File: config.mk
export PLATFORM = sky130hd
export DESIGN_NAME = sw_alloc_lock
export DESIGN_NICKNAME = d
export VERILOG_FILES = /design/src/rtl/sw_alloc_lock_pkg.sv /design/src/rtl/sw_alloc_lock_prio_pick_fixed.sv /design/src/rtl/sw_alloc_lock.sv
export SDC_FILE = /design/constraint.sdc
export NUM_CORES = 1
export LEC_CHECK = 0
export ABC_AREA = 1
export ABC_CLOCK_PERIOD_IN_PS = 2250
export CAP_MARGIN = 0
export CORE_MARGIN = 5
export CORE_UTILIZATION = 42
export DETAILED_ROUTE_END_ITERATION = 12
export GPL_TIMING_DRIVEN = 0
export PLACE_DENSITY = 0.78
export SYNTH_ARGS = -nofsm -noshare
export SYNTH_HDL_FRONTEND = slang
export SYNTH_HIERARCHICAL = 1
export SYNTH_SLANG_ARGS = --single-unit
File: constraint.sdc
create_clock -name clk -period 2.25 [get_ports clk]
set_input_delay 0.225 -clock clk [delete_from_list [all_inputs] [get_ports clk]]
set_output_delay 0.225 -clock clk [all_outputs]
set_load 0.05 [all_outputs]
File: src/rtl/sw_alloc_lock_pkg.sv
// Shared constants for the switch output allocator.
// Holds the port count, the named port indices, the fixed priority order
// and the lock FSM state encodings used by the allocator and its picker.
package sw_alloc_lock_pkg;

    // Highest port index; request and grant vectors are PORT+1 bits wide.
    localparam int PORT  = 4;
    localparam int NPORT = PORT + 1;

    // Named input port indices.
    localparam int P_NORTH = 0;
    localparam int P_EAST  = 1;
    localparam int P_SOUTH = 2;
    localparam int P_WEST  = 3;
    localparam int P_LOCAL = 4;

    typedef logic [PORT:0] port_vec_t;
    typedef int unsigned   prio_list_t [NPORT];

    // Fixed arbitration order, highest priority first: 4, 3, 0, 1, 2.
    localparam prio_list_t PRIO_ORDER = '{P_LOCAL, P_WEST, P_NORTH, P_EAST, P_SOUTH};

    // Lock FSM state encodings.
    localparam logic [0:0] ST_IDLE   = 1'b0;
    localparam logic [0:0] ST_LOCKED = 1'b1;

    // True when at most one bit of a port vector is set.
    function automatic logic is_onehot0(input port_vec_t v);
        return (v & (v - port_vec_t'(1))) == '0;
    endfunction

endpackage

File: src/rtl/sw_alloc_lock_prio_pick_fixed.sv
// Combinational fixed-priority picker.
// Walks the candidates in PRIO_ORDER and returns the first one as a one-hot
// winner (all zero when there is no candidate). Skipped inputs are simply
// absent from cand, so priority falls through to the next eligible input.
module prio_pick_fixed
    import sw_alloc_lock_pkg::*;
(
    input  logic [PORT:0] cand,
    output logic [PORT:0] win
);

    // seen[r] is set when any input ranked above position r is a candidate.
    logic [PORT:0] seen;

    assign seen[0] = 1'b0;

    generate
        for (genvar gi = 0; gi < NPORT; gi++) begin : g_rank
            localparam int IDX = int'(PRIO_ORDER[gi]);

            assign win[IDX] = cand[IDX] & ~seen[gi];

            if (gi < NPORT - 1) begin : g_chain
                assign seen[gi + 1] = seen[gi] | cand[IDX];
            end
        end
    endgenerate

endmodule

File: src/rtl/sw_alloc_lock.sv
// Output-port switch allocator with packet lock.
// In IDLE it picks one requesting input (multicast preferred, with a
// starvation override for waiting unicast traffic) and locks the output to
// that input until its tail flit has been transferred downstream.
module sw_alloc_lock
    import sw_alloc_lock_pkg::*;
#(
    parameter int STARVE_MAX = 4
) (
    input  logic          clk,
    input  logic          rst_,
    input  logic [PORT:0] u_req,
    input  logic [PORT:0] m_req,
    input  logic [PORT:0] multab_ct,
    input  logic [PORT:0] f_valid,
    input  logic [PORT:0] f_tail,
    input  logic          out_rdy,
    output logic [PORT:0] grt,
    output logic          busy,
    output logic          own_mc
);

    // Counter wide enough to hold STARVE_MAX (at least one bit).
    localparam int CW = (STARVE_MAX < 1) ? 1 : $clog2(STARVE_MAX + 1);
    localparam logic [CW-1:0] STARVE_LIM = CW'(STARVE_MAX);

    logic [0:0]    state_reg,  state_next;
    port_vec_t     owner_reg,  owner_next;
    logic          mc_reg,     mc_next;
    logic [CW-1:0] starve_reg, starve_next;

    logic          starve_hit;
    logic          mc_path;
    port_vec_t     cand;
    port_vec_t     win;
    logic          sel_valid;
    logic          xfer;
    logic          tail_xfer;

    // Candidate set: unicast when starved, else masked multicast if any multicast is asked, else unicast.
    always_comb begin
        starve_hit = (u_req != '0) && (starve_reg == STARVE_LIM);
        mc_path    = 1'b0;
        cand       = u_req;
        if (!starve_hit && (m_req != '0)) begin
            mc_path = 1'b1;
            cand    = m_req & ~multab_ct;
        end
    end

    prio_pick_fixed u_pick (
        .cand (cand),
        .win  (win)
    );

    assign sel_valid = |win;

    // Downstream transfer by the current owner, and whether it carries the tail flit.
    always_comb begin
        xfer      = (state_reg == ST_LOCKED) && out_rdy && (|(owner_reg & f_valid));
        tail_xfer = xfer && (|(owner_reg & f_tail));
    end

    // Next-state logic for the lock FSM, owner, owner class and starvation counter.
    always_comb begin
        state_next  = state_reg;
        owner_next  = owner_reg;
        mc_next     = mc_reg;
        starve_next = starve_reg;
        case (state_reg)
            ST_IDLE: begin
                if (sel_valid) begin
                    state_next = ST_LOCKED;
                    owner_next = win;
                    mc_next    = mc_path;
                end
                if (u_req == '0) begin
                    starve_next = '0;
                end else if (sel_valid && mc_path) begin
                    if (starve_reg != STARVE_LIM) begin
                        starve_next = starve_reg + CW'(1);
                    end
                end else if (sel_valid) begin
                    starve_next = '0;
                end
            end
            ST_LOCKED: begin
                // Release only after the tail leaves; no re-arbitration in this cycle.
                if (tail_xfer) begin
                    state_next = ST_IDLE;
                    owner_next = '0;
                    mc_next    = 1'b0;
                end
            end
            default: begin
                state_next = ST_IDLE;
                owner_next = '0;
                mc_next    = 1'b0;
            end
        endcase
    end

    // State registers; reset abandons any packet in flight.
    always_ff @(posedge clk or negedge rst_) begin
        if (!rst_) begin
            state_reg  <= ST_IDLE;
            owner_reg  <= '0;
            mc_reg     <= 1'b0;
            starve_reg <= '0;
        end else begin
            state_reg  <= state_next;
            owner_reg  <= owner_next;
            mc_reg     <= mc_next;
            starve_reg <= starve_next;
        end
    end

    // Outputs come straight from registers, so reset clears them without waiting for a clock.
    always_comb begin
        busy   = (state_reg == ST_LOCKED);
        grt    = busy ? owner_reg : '0;
        own_mc = busy & mc_reg;
    end

endmodule

# After elaboration in Yosys (flattened, before gate mapping)
# Index checks and enable logic that the tools add are counted.
# totals
register_bits	10
latch_bits	0
ramBits	0
mem_bits_ro	0
in_bits	28
out_inout_bits	7
wordCells	59
n_memories	0
# classes
n_addsub	1
n_mul	0
n_div	0
magnitude_cmp	0
eq_ne	5
shifts	0
mux	16
n_bitwise	17
reduce_logical	16
# ops
operator	count
two-way mux 5 bit	4
bitwise AND 5 bit	3
OR reduction 5 bit	3
two-way mux 3 bit	4
case mux 5 bit (2 select lines)	1
nonzero test 5 bit	2
logical AND 1 bit	6
bitwise AND 1 bit	5
logical NOT 5 bit	1
two-way mux 1 bit	5
NOT 1 bit	5
NOT 5 bit	1
case mux 1 bit (2 select lines)	2
adder 3 x 1 -> 3 bit, second input constant	1
equality test 3 bit, second input constant	1
inequality test 3 x 2 -> 1 bit, second input constant	1
inequality test 3 bit, second input constant	1
bitwise OR 1 bit	3
AND reduction 3 bit	1
nonzero test 3 bit	1
inequality test 2 x 1 -> 1 bit, second input constant	1
inequality test 2 bit, second input constant	1
AND reduction 2 bit	1
logical NOT 1 bit	1

# Depth between registers and ports, before layout
# Gate-level depths: netlist of the first run.
# depth
ltp_word	14
mapped_depth	19
mapped_depth_nobuf	19

# Hierarchy
# The synthesis of the first run kept the hierarchy.
# modules_own_cells
module	instances	cells_each	area_each_um2	seq_area_each_um2
sw_alloc_lock	1	130	809.5	250.2
prio_pick_fixed	1	11	46.3	0.0

# Least setup slack after synthesis of the first run
# No wires, ideal clock.
# synth_timing
path_type	register to register
startpoint	register starve_reg[0]
endpoint	register starve_reg[1]
setup_time_ns	0.123
arrival_time_ns	1.780
t_required_ns	2.127
slack_ns	0.347
path_stages_with_launch	17
n_path_buf	0
period_less_slack_ns	1.903
cell_sequence	dfrtp_1 -> inv_1 -> ha_1 -> nand2_1 -> inv_1 -> nand2_4 -> nand2_4 -> o21ai_1 -> nor2_1 -> nand2_1 -> nor2_1 -> nor2_1 -> nand4_1 -> nand2_2 -> inv_1 -> nand2_1 -> o21ai_1
# synth_between
word_cells_on_any_way	27
cone_classes	add/sub: 1; eq/ne: 3; mux: 5; bitwise: 11; reduce/logical: 7
# synth_rtl
element	line_no	source
start: declaration	sw_alloc_lock.sv:30	logic [CW-1:0] starve_reg, starve_next;
start signal: assignment	sw_alloc_lock.sv:114	starve_reg <= starve_next;
equality test 3 bit *	sw_alloc_lock.sv:42	starve_hit = (u_req != '0) && (starve_reg == STARVE_LIM);
logical AND 1 bit *	sw_alloc_lock.sv:42	
logical NOT 1 bit *	sw_alloc_lock.sv:45	if (!starve_hit && (m_req != '0)) begin
logical AND 1 bit *	sw_alloc_lock.sv:45	
two-way mux 5 bit *	sw_alloc_lock.sv:45	
named net cand[4]	sw_alloc_lock.sv:34	port_vec_t cand;
bitwise OR 1 bit * (2 in series)	sw_alloc_lock_prio_pick_fixed.sv:24	assign seen[gi + 1] = seen[gi] | cand[IDX];
NOT 1 bit *	sw_alloc_lock_prio_pick_fixed.sv:21	assign win[IDX] = cand[IDX] & ~seen[gi];
bitwise AND 1 bit *	sw_alloc_lock_prio_pick_fixed.sv:21	
named net win[1]	sw_alloc_lock.sv:35	port_vec_t win;
OR reduction 5 bit *	sw_alloc_lock.sv:56	assign sel_valid = |win;
logical AND 1 bit	sw_alloc_lock.sv:79	end else if (sel_valid && mc_path) begin
inequality test 3 x 2 -> 1 bit (no source line), or another cell as far along	-	
AND reduction 3 bit (no source line) or two-way mux 3 bit (tied branches)	-	
# The timed path passes the listed nets; every way through them passes the cells marked *. The select of a mux whose other input is x is not followed.
# A chain may end at the register's enable or synchronous reset.

# Worst setup path after layout of the first run
# layout_timing
startpoint	input port u_req[3]
endpoint	register owner_reg[4]
# layout_between
elab_chain_len	13
word_cells_on_any_way	21
cone_classes	eq/ne: 1; mux: 3; bitwise: 11; reduce/logical: 6
# layout_lines
element	line_no	source
start: declaration	sw_alloc_lock.sv:12	input logic [PORT:0] u_req,
nonzero test 5 bit	sw_alloc_lock.sv:42	
logical AND 1 bit	sw_alloc_lock.sv:42	
logical NOT 1 bit	sw_alloc_lock.sv:45	
logical AND 1 bit	sw_alloc_lock.sv:45	
two-way mux 5 bit *	sw_alloc_lock.sv:45	
named net cand[3]	sw_alloc_lock.sv:34	
bitwise OR 1 bit * (3 in series)	sw_alloc_lock_prio_pick_fixed.sv:24	
NOT 1 bit *	sw_alloc_lock_prio_pick_fixed.sv:21	
bitwise AND 1 bit *	sw_alloc_lock_prio_pick_fixed.sv:21	
named net win[2]	sw_alloc_lock.sv:35	
OR reduction 5 bit *	sw_alloc_lock.sv:56	
inequality test 2 bit (no source line) *	-	
AND reduction 2 bit (no source line) *	-	
end signal: assignment	sw_alloc_lock.sv:112	owner_reg <= owner_next;
end: declaration	sw_alloc_lock.sv:28	port_vec_t owner_reg, owner_next;
# Marks and branches as above.

==> metrics.cfg, run 1 <==
[logic_synthesis]
synth_top_family_by_area=simple AND/OR/NAND/NOR gates
post-synth-top-count-cell=nand2_1
ys.flop_type=dfrtp_1
synthSimpleGateAreaFrac_pct=48.68
synth.avg_cell_area_um2=6.070
yosysWarnings=6
synth_xor_xnor_area_share_pct=0
synth_nets=171
yosys-top-cells-count=nand2_1, inv_1, dfrtp_1, nand3_1, nor2_1
yosys-mux-area-fraction_pct=0
synth_top_area_cell=dfrtp_1
syn_area_um2=855.8
synth.ff_latch_count=10
synth_fa_ha_area_share_pct=2.924
synth_compound_area_share_pct=5.117
netlist.area_leader.share_pct=29.24
synthTopCellsByArea=dfrtp_1, nand2_1, inv_1
yosysSeqAreaShare_pct=29.24
synth_edf_count=0
yosysUniqueCellTypes=22
synth_cells=141
async_flop_share_pct=100.0

[finish]
antennaDiodeCount=0
drive_above_1_share_pct=21.81
area_delta_synth_final_pct=63.45
largest_reg_flops=5
post-route-cell-area_mm2=0.001399
n_fill_cell=171
final_core_util_pct=71.30
nets=220

[placement]
io_buffers=34
dp_worst_setup_slack_ns=-0.1544
hpwl_mm=1.807
place_congestion=0.7497
postPlaceCellArea_mm2=0.001230

[power_and_ir_drop]
internal-power_mw=0.7103
combPwrFrac_pct=68.2
p_per_area_mw_per_mm2=1032
ir_drop_v=0.0006726
leakage_nw=0.7623
share_seq_of_total_power_pct=23.3
p_clk_share_pct=8.6
netSwitchingFraction_pct=50.81
p_sw_mw=0.7338

[route]
drt_iter0_markers=8
wl_mm=2.653
vias=989
routed_via_density=4.600
ant_nets=0
drc_errors=0
avgRoutedWirePerCell_um=12.34
drtPass1Iterations=4

[die]
die_width_um=55.14
rows=16
start_util_pct=43.62
ios=35
die_area_mm2=0.003040
fp.dieH_um=55.14
core_area_mm2=0.001962

[cts]
cts_root_buffer=clkbuf_4
insertion_delay_ns=0.27
clk_path_buf_depth=2
cts_tree=built
htreeDepth=1
clk_pin_slew_ns=0.06
numCtsBuffers=3
clock_sinks=10

[min_path]
min_path_type=in2async

[sta]
max_freq_mhz=452.1
whs_ns=0.2630
fin_setup_tns_ns=0
setup_violations=0
fin_ws_ns=0.03804
fin_crit_sh_pct=98.31
finalMaxSlewViolations=0
clock_skew_ns=0.003006
post-route-min-period_ns=2.212
hold_violations=0
maxSlewHeadroom_pct=64.30
worstMarginPinSlew_ns=0.5338

[setup_path]
setup.worst_path.start=u_req[3]
worstReg2RegStart=starve_reg[0]$_DFFE_PN0P_
rr_worst_depth=17
worstPathRequired_ns=2.41
cp-end-kind=flop
critPathKind=in2reg
startpoint_type=primary input
reg2reg_slack_ns=0.05
arrival_ns=2.37
crit_fanout=5
timing.rr.end=owner_reg[4]$_DFFE_PN0P_

[grt]
antenna_found_initial=0
grt_pass1_wl_mm=3.470
grt_pass1_vias=877
grt_max_degree=11
grt_util_all_layers_pct=15.74
gr-total-overflow=0

[status]
status=completed

[flow_run]
drv_cap=0

[final cells by class]
class	instances	area [um^2]	area share [%]
repair buffers	43	411.6	29.43
multi-input cells	103	560.5	40.07
flip-flops and latches	10	250.2	17.89
well taps	27	33.78	2.415
inverters	27	101.3	7.245
clock buffers	3	22.52	1.610
plain buffers	2	18.77	1.342
[kinds of logic after synthesis]
logic type / count (synthesis)
buffers and inverters: 29
AOI/OAI and AO/OA: 8
DFF: 10
adders and majority gates: 2
and+or+nand+nor: 92
[stage by stage]
| step | instances | power, mW |
|---|---|---|
| 6_report | 215 | 1.444 |
| 5_1_grt | 215 | 1.559 |
| 4_1_cts | 205 | 1.296 |
| 3_5_place_dp | 202 | 1.170 |
| 3_3_place_gp | 202 | 1.141 |
| 2_1_floorplan | 141 | 0.9166 |
[placed cells by master, fill, tap and decap left out, types with 2 or more instances in the layout]
| master | instances |
|---|---|
| nand2_4 | 4 |
| nor2_1 | 5 |
| inv_2 | 3 |
| buf_4 | 9 |
| nand2_2 | 5 |
| nand3_1 | 9 |
| o21ai_1 | 5 |
| inv_1 | 23 |
| clkdlybuf4s50_1 | 34 |
| nor2_2 | 8 |
| nand2_1 | 55 |
| clkbuf_4 | 3 |
| dfrtp_1 | 10 |
| buf_6 | 2 |
| ha_1 | 2 |
[layer usage]
layer / routed length (um) / vias to the layer above / GRT usage, % / share of wire [%]
met5: 0 / - / 0 / 0
li1: - / 520 / - / -
met2: 1398 / 30 / 29.53 / 53
met3: 167 / 6 / 4.290 / 6.3
met1: 1036 / 433 / 16.91 / 39
met4: 50 / 0 / 4.858 / 1.9
[how the worst max path moves through the flow]
stage / end / slack, ns / cells past startpoint
floorplan: starve_reg[1]$_DFFE_PN0P_ / 0.35 / 16
global route: owner_reg[0]$_DFFE_PN0P_ / -0.09 / 17
CTS: starve_reg[0]$_DFFE_PN0P_ / 0.03 / 16
detailed placement: starve_reg[0]$_DFFE_PN0P_ / -0.15 / 15
global placement: starve_reg[0]$_DFFE_PN0P_ / -0.11 / 15
finish: owner_reg[4]$_DFFE_PN0P_ / 0.04 / 16
[repair_timing]
item | CTS | global route
endpoints found under the setup margin | 0 | 10
gates resized for setup | 0 | 21
setup buffers | 0 | 9
hold buffers | 0 | 0
[power by group through the flow]
| stage | sequential, mW | combinational (mW) | clock (mW) |
|---|---|---|---|
| 6_report | 0.336 | 0.984 | 0.124 |
| 5_1_grt | 0.350 | 1.08 | 0.134 |
| 4_1_cts | 0.331 | 0.838 | 0.128 |
| 3_5_place_dp | 0.334 | 0.836 | 0 |
| 3_3_place_gp | 0.329 | 0.812 | 0 |
| 2_1_floorplan | 0.342 | 0.575 | 0 |
[worst max-delay path, cell delays in order]
cell and delay, ns:
clkdlybuf4s50_1 0.46, nor2_2 0.19, nand3_4 0.13, nand2_4 0.15, nand2_8 0.08, nand2_2 0.07, nand2_2 0.09, nor2_2 0.11
nand2_2 0.08, nor2_2 0.15, inv_1 0.07, nand4_1 0.17, nand2_4 0.10, buf_4 0.16, nand3_1 0.07, nand2_1 0.05
No activity file was read; power rests on OpenSTA's default activity.
==> run 2, diff against run 1 <==
--- a/config.mk
+++ b/config.mk
@@ -5,11 +5,10 @@
 export SDC_FILE = /design/constraint.sdc
 export NUM_CORES = 1
 export LEC_CHECK = 0
-export ABC_AREA = 1
 export ABC_CLOCK_PERIOD_IN_PS = 2250
 export CAP_MARGIN = 0
 export CORE_MARGIN = 5
-export CORE_UTILIZATION = 42
+export CORE_UTILIZATION = 40
 export DETAILED_ROUTE_END_ITERATION = 12
 export GPL_TIMING_DRIVEN = 0
 export PLACE_DENSITY = 0.78
==> metrics.cfg, run 2 <==
[setup_path]
setup.worst_path.start=m_req[0]
cp-end-kind=flop
worstSetupEndpoint=mc_reg$_DFFE_PN0P_
startpoint_type=primary input
worstPathRequired_ns=2.41
rr_worst_depth=10
timing.rr.end=mc_reg$_DFFE_PN0P_
reg2reg_slack_ns=-0.29
crit_fanout=6
critPathKind=in2reg
worstReg2RegStart=starve_reg[0]$_DFFE_PN0P_
arrival_ns=2.72

[cts]
cts_tree=built
numCtsBuffers=3
clk_path_buf_depth=2
htreeDepth=1
cts_root_buffer=clkbuf_4
insertion_delay_ns=0.28
clock_sinks=10
clk_pin_slew_ns=0.08

[power_and_ir_drop]
leakage_nw=0.7020
p_per_area_mw_per_mm2=1476
ir_drop_v=0.0008930
p_total_mw=2.000

[die]
die_width_um=53.90
core_area_mm2=0.001783
start_util_pct=43.23
ios=35
fp.dieH_um=53.90
rows=15
die_area_mm2=0.002905

[route]
ant_nets=0
avgRoutedWirePerCell_um=16.39
routed_via_density=5.703
drt_iter0_markers=34
wl_mm=2.705
drtPass1Iterations=4
drc_errors=0
vias=941

[grt]
grt_max_degree=11
antenna_found_initial=0
gr-total-overflow=0
grt_pass1_vias=948
grt_util_all_layers_pct=19.50
grt_pass1_wl_mm=4.084

[logic_synthesis]
async_flop_share_pct=100.0
synth_top_area_cell=dfrtp_1
synth_edf_count=0
yosysUniqueCellTypes=32
synthTopCellsByArea=dfrtp_1, a21oi_1, inv_1
yosysSeqAreaShare_pct=32.47
post-synth-top-count-cell=inv_1
synth.avg_cell_area_um2=8.470
netlist.area_leader.share_pct=32.47
synth_nets=121
synth_cells=91
synth.ff_latch_count=10
ys.flop_type=dfrtp_1
syn_area_um2=770.7
yosysWarnings=6
yosys-top-cells-count=inv_1, nand2_1, dfrtp_1, a21oi_1, o22ai_1

[sta]
post-route-min-period_ns=2.565
worstMarginPinSlew_ns=0.5193
fin_ws_ns=-0.3146
hold_violations=0
rsz0062_at_grt=yes
max_freq_mhz=389.9
finalMaxSlewViolations=0
maxSlewHeadroom_pct=65.32
fin_crit_sh_pct=114.0
clock_skew_ns=0.004597
setup_violations=10

[finish]
largest_reg_flops=5
drive_above_1_share_pct=35.00
final_cell_mix=clkdlybuf4s50_1, nand2_1, inv_1, dfrtp_1, buf_4
final_common_cell=clkdlybuf4s50_1
antennaDiodeCount=0
final_core_util_pct=76.00
area_delta_synth_final_pct=75.81
fin_cells=165
nets=171

[placement]
hpwl_mm=1.841
placedCellCount=150
io_buffers=34
place_congestion=0.8117

[status]
violations=negative setup slack
status=complete, but fails checks

[flow_run]
drv_cap=0

[min_path]
min_path_type=in2async

-- run 2: changes by cell type in the layout (fill, tap and decap cells not counted), moves of 6 or more --
cell / previous run / this run
clkdlybuf4s50_1: 34 / 24
o22ai_1: 0 / 6
nand2_1: 55 / 11
nand3_1: 9 / 2
inv_1: 23 / 10
nor2_2: 8 / 0
-- run 2: area by class of cell --
type / instances / area [um^2]
multi-input combinational: 65 / 525.5
timing repair buffer: 45 / 442.9
fill: 142 / 427.9
sequential: 10 / 250.2
inverter: 12 / 45.04
clock buffer: 4 / 36.28
tap: 25 / 31.28
buffer: 4 / 23.77
-- run 2: how the worst min path moves through the flow --
stage | cells past startpoint | startpoint | to | slack, ns
finish | 1 | rst_ | starve_reg[1]$_DFFE_PN0P_ | 0.25
global placement | 2 | starve_reg[1]$_DFFE_PN0P_ | starve_reg[1]$_DFFE_PN0P_ | 0.55
floorplan | 0 | rst_ | busy$_DFF_PN0_ | -0.07
global route | 1 | rst_ | owner_reg[4]$_DFFE_PN0P_ | 0.29
CTS | 1 | rst_ | starve_reg[0]$_DFFE_PN0P_ | 0.26
detailed placement | 1 | rst_ | starve_reg[0]$_DFFE_PN0P_ | 0.56
-- run 2: critical path, cell delays in order --
cell and delay, ns:
clkdlybuf4s50_1 0.46, nor3_1 0.33, nand2_1 0.19, nand2_4 0.14
a32o_2 0.20, buf_4 0.14, nor2b_1 0.06, or4_4 0.46
or2_4 0.29, a31oi_1 0.15, o22ai_1 0.09
-- run 2: logic make-up after synthesis --
group	count (synthesis)	share of synthesized area (%)
flip-flops	10	32.47
adder cells (fa/ha/maj)	2	3.246
buffers and inverters	16	8.279
AO/OA/AOI/OAI	30	29.22
AND/OR/NAND/NOR	33	26.79
-- run 2: metrics by stage --
| stage | worst slack (ns) | TNS (ns) | instance area (um^2) | hold slack, ns |
|---|---|---|---|---|
| 4_1_cts | -0.2799 | -2.300 | 1297 | 0.2588 |
| 3_3_place_gp | -1.100 | -10.42 | 1155 | 0.5461 |
| 5_1_grt | -0.3974 | -3.413 | 1355 | 0.2873 |
| 6_report | -0.3146 | -2.671 | 1355 | 0.2503 |
| 3_5_place_dp | -1.145 | -10.73 | 1155 | 0.5575 |
| 2_1_floorplan | -0.4382 | -3.638 | 783.3 | -0.07059 |
-- run 2: power breakdown --
part,leakage [nW],internal [mW],switching [mW],total [mW]
registers,0.124,0.253,0.0778,0.331
logic,0.557,0.680,0.815,1.50
clock network,0.0210,0.0986,0.0747,0.173
total,0.702,1.03,0.968,2.00
-- run 2: repair_timing --
action,in CTS,in global routing
endpoints found under the setup margin,11,16
hold buffers,0,0
gates resized for setup,30,13
pin swaps,15,5
gates cloned,0,0
setup buffers,8,3
-- run 2: routing by layer --
metal / vias to the layer above / track usage, % / share of wire (%)
li1: 438 / - / -
met1: 444 / 21.59 / 36
met2: 46 / 35.69 / 53
met3: 13 / 3.324 / 6.9
met4: 0 / 8.936 / 3.4
met5: - / 0 / 0
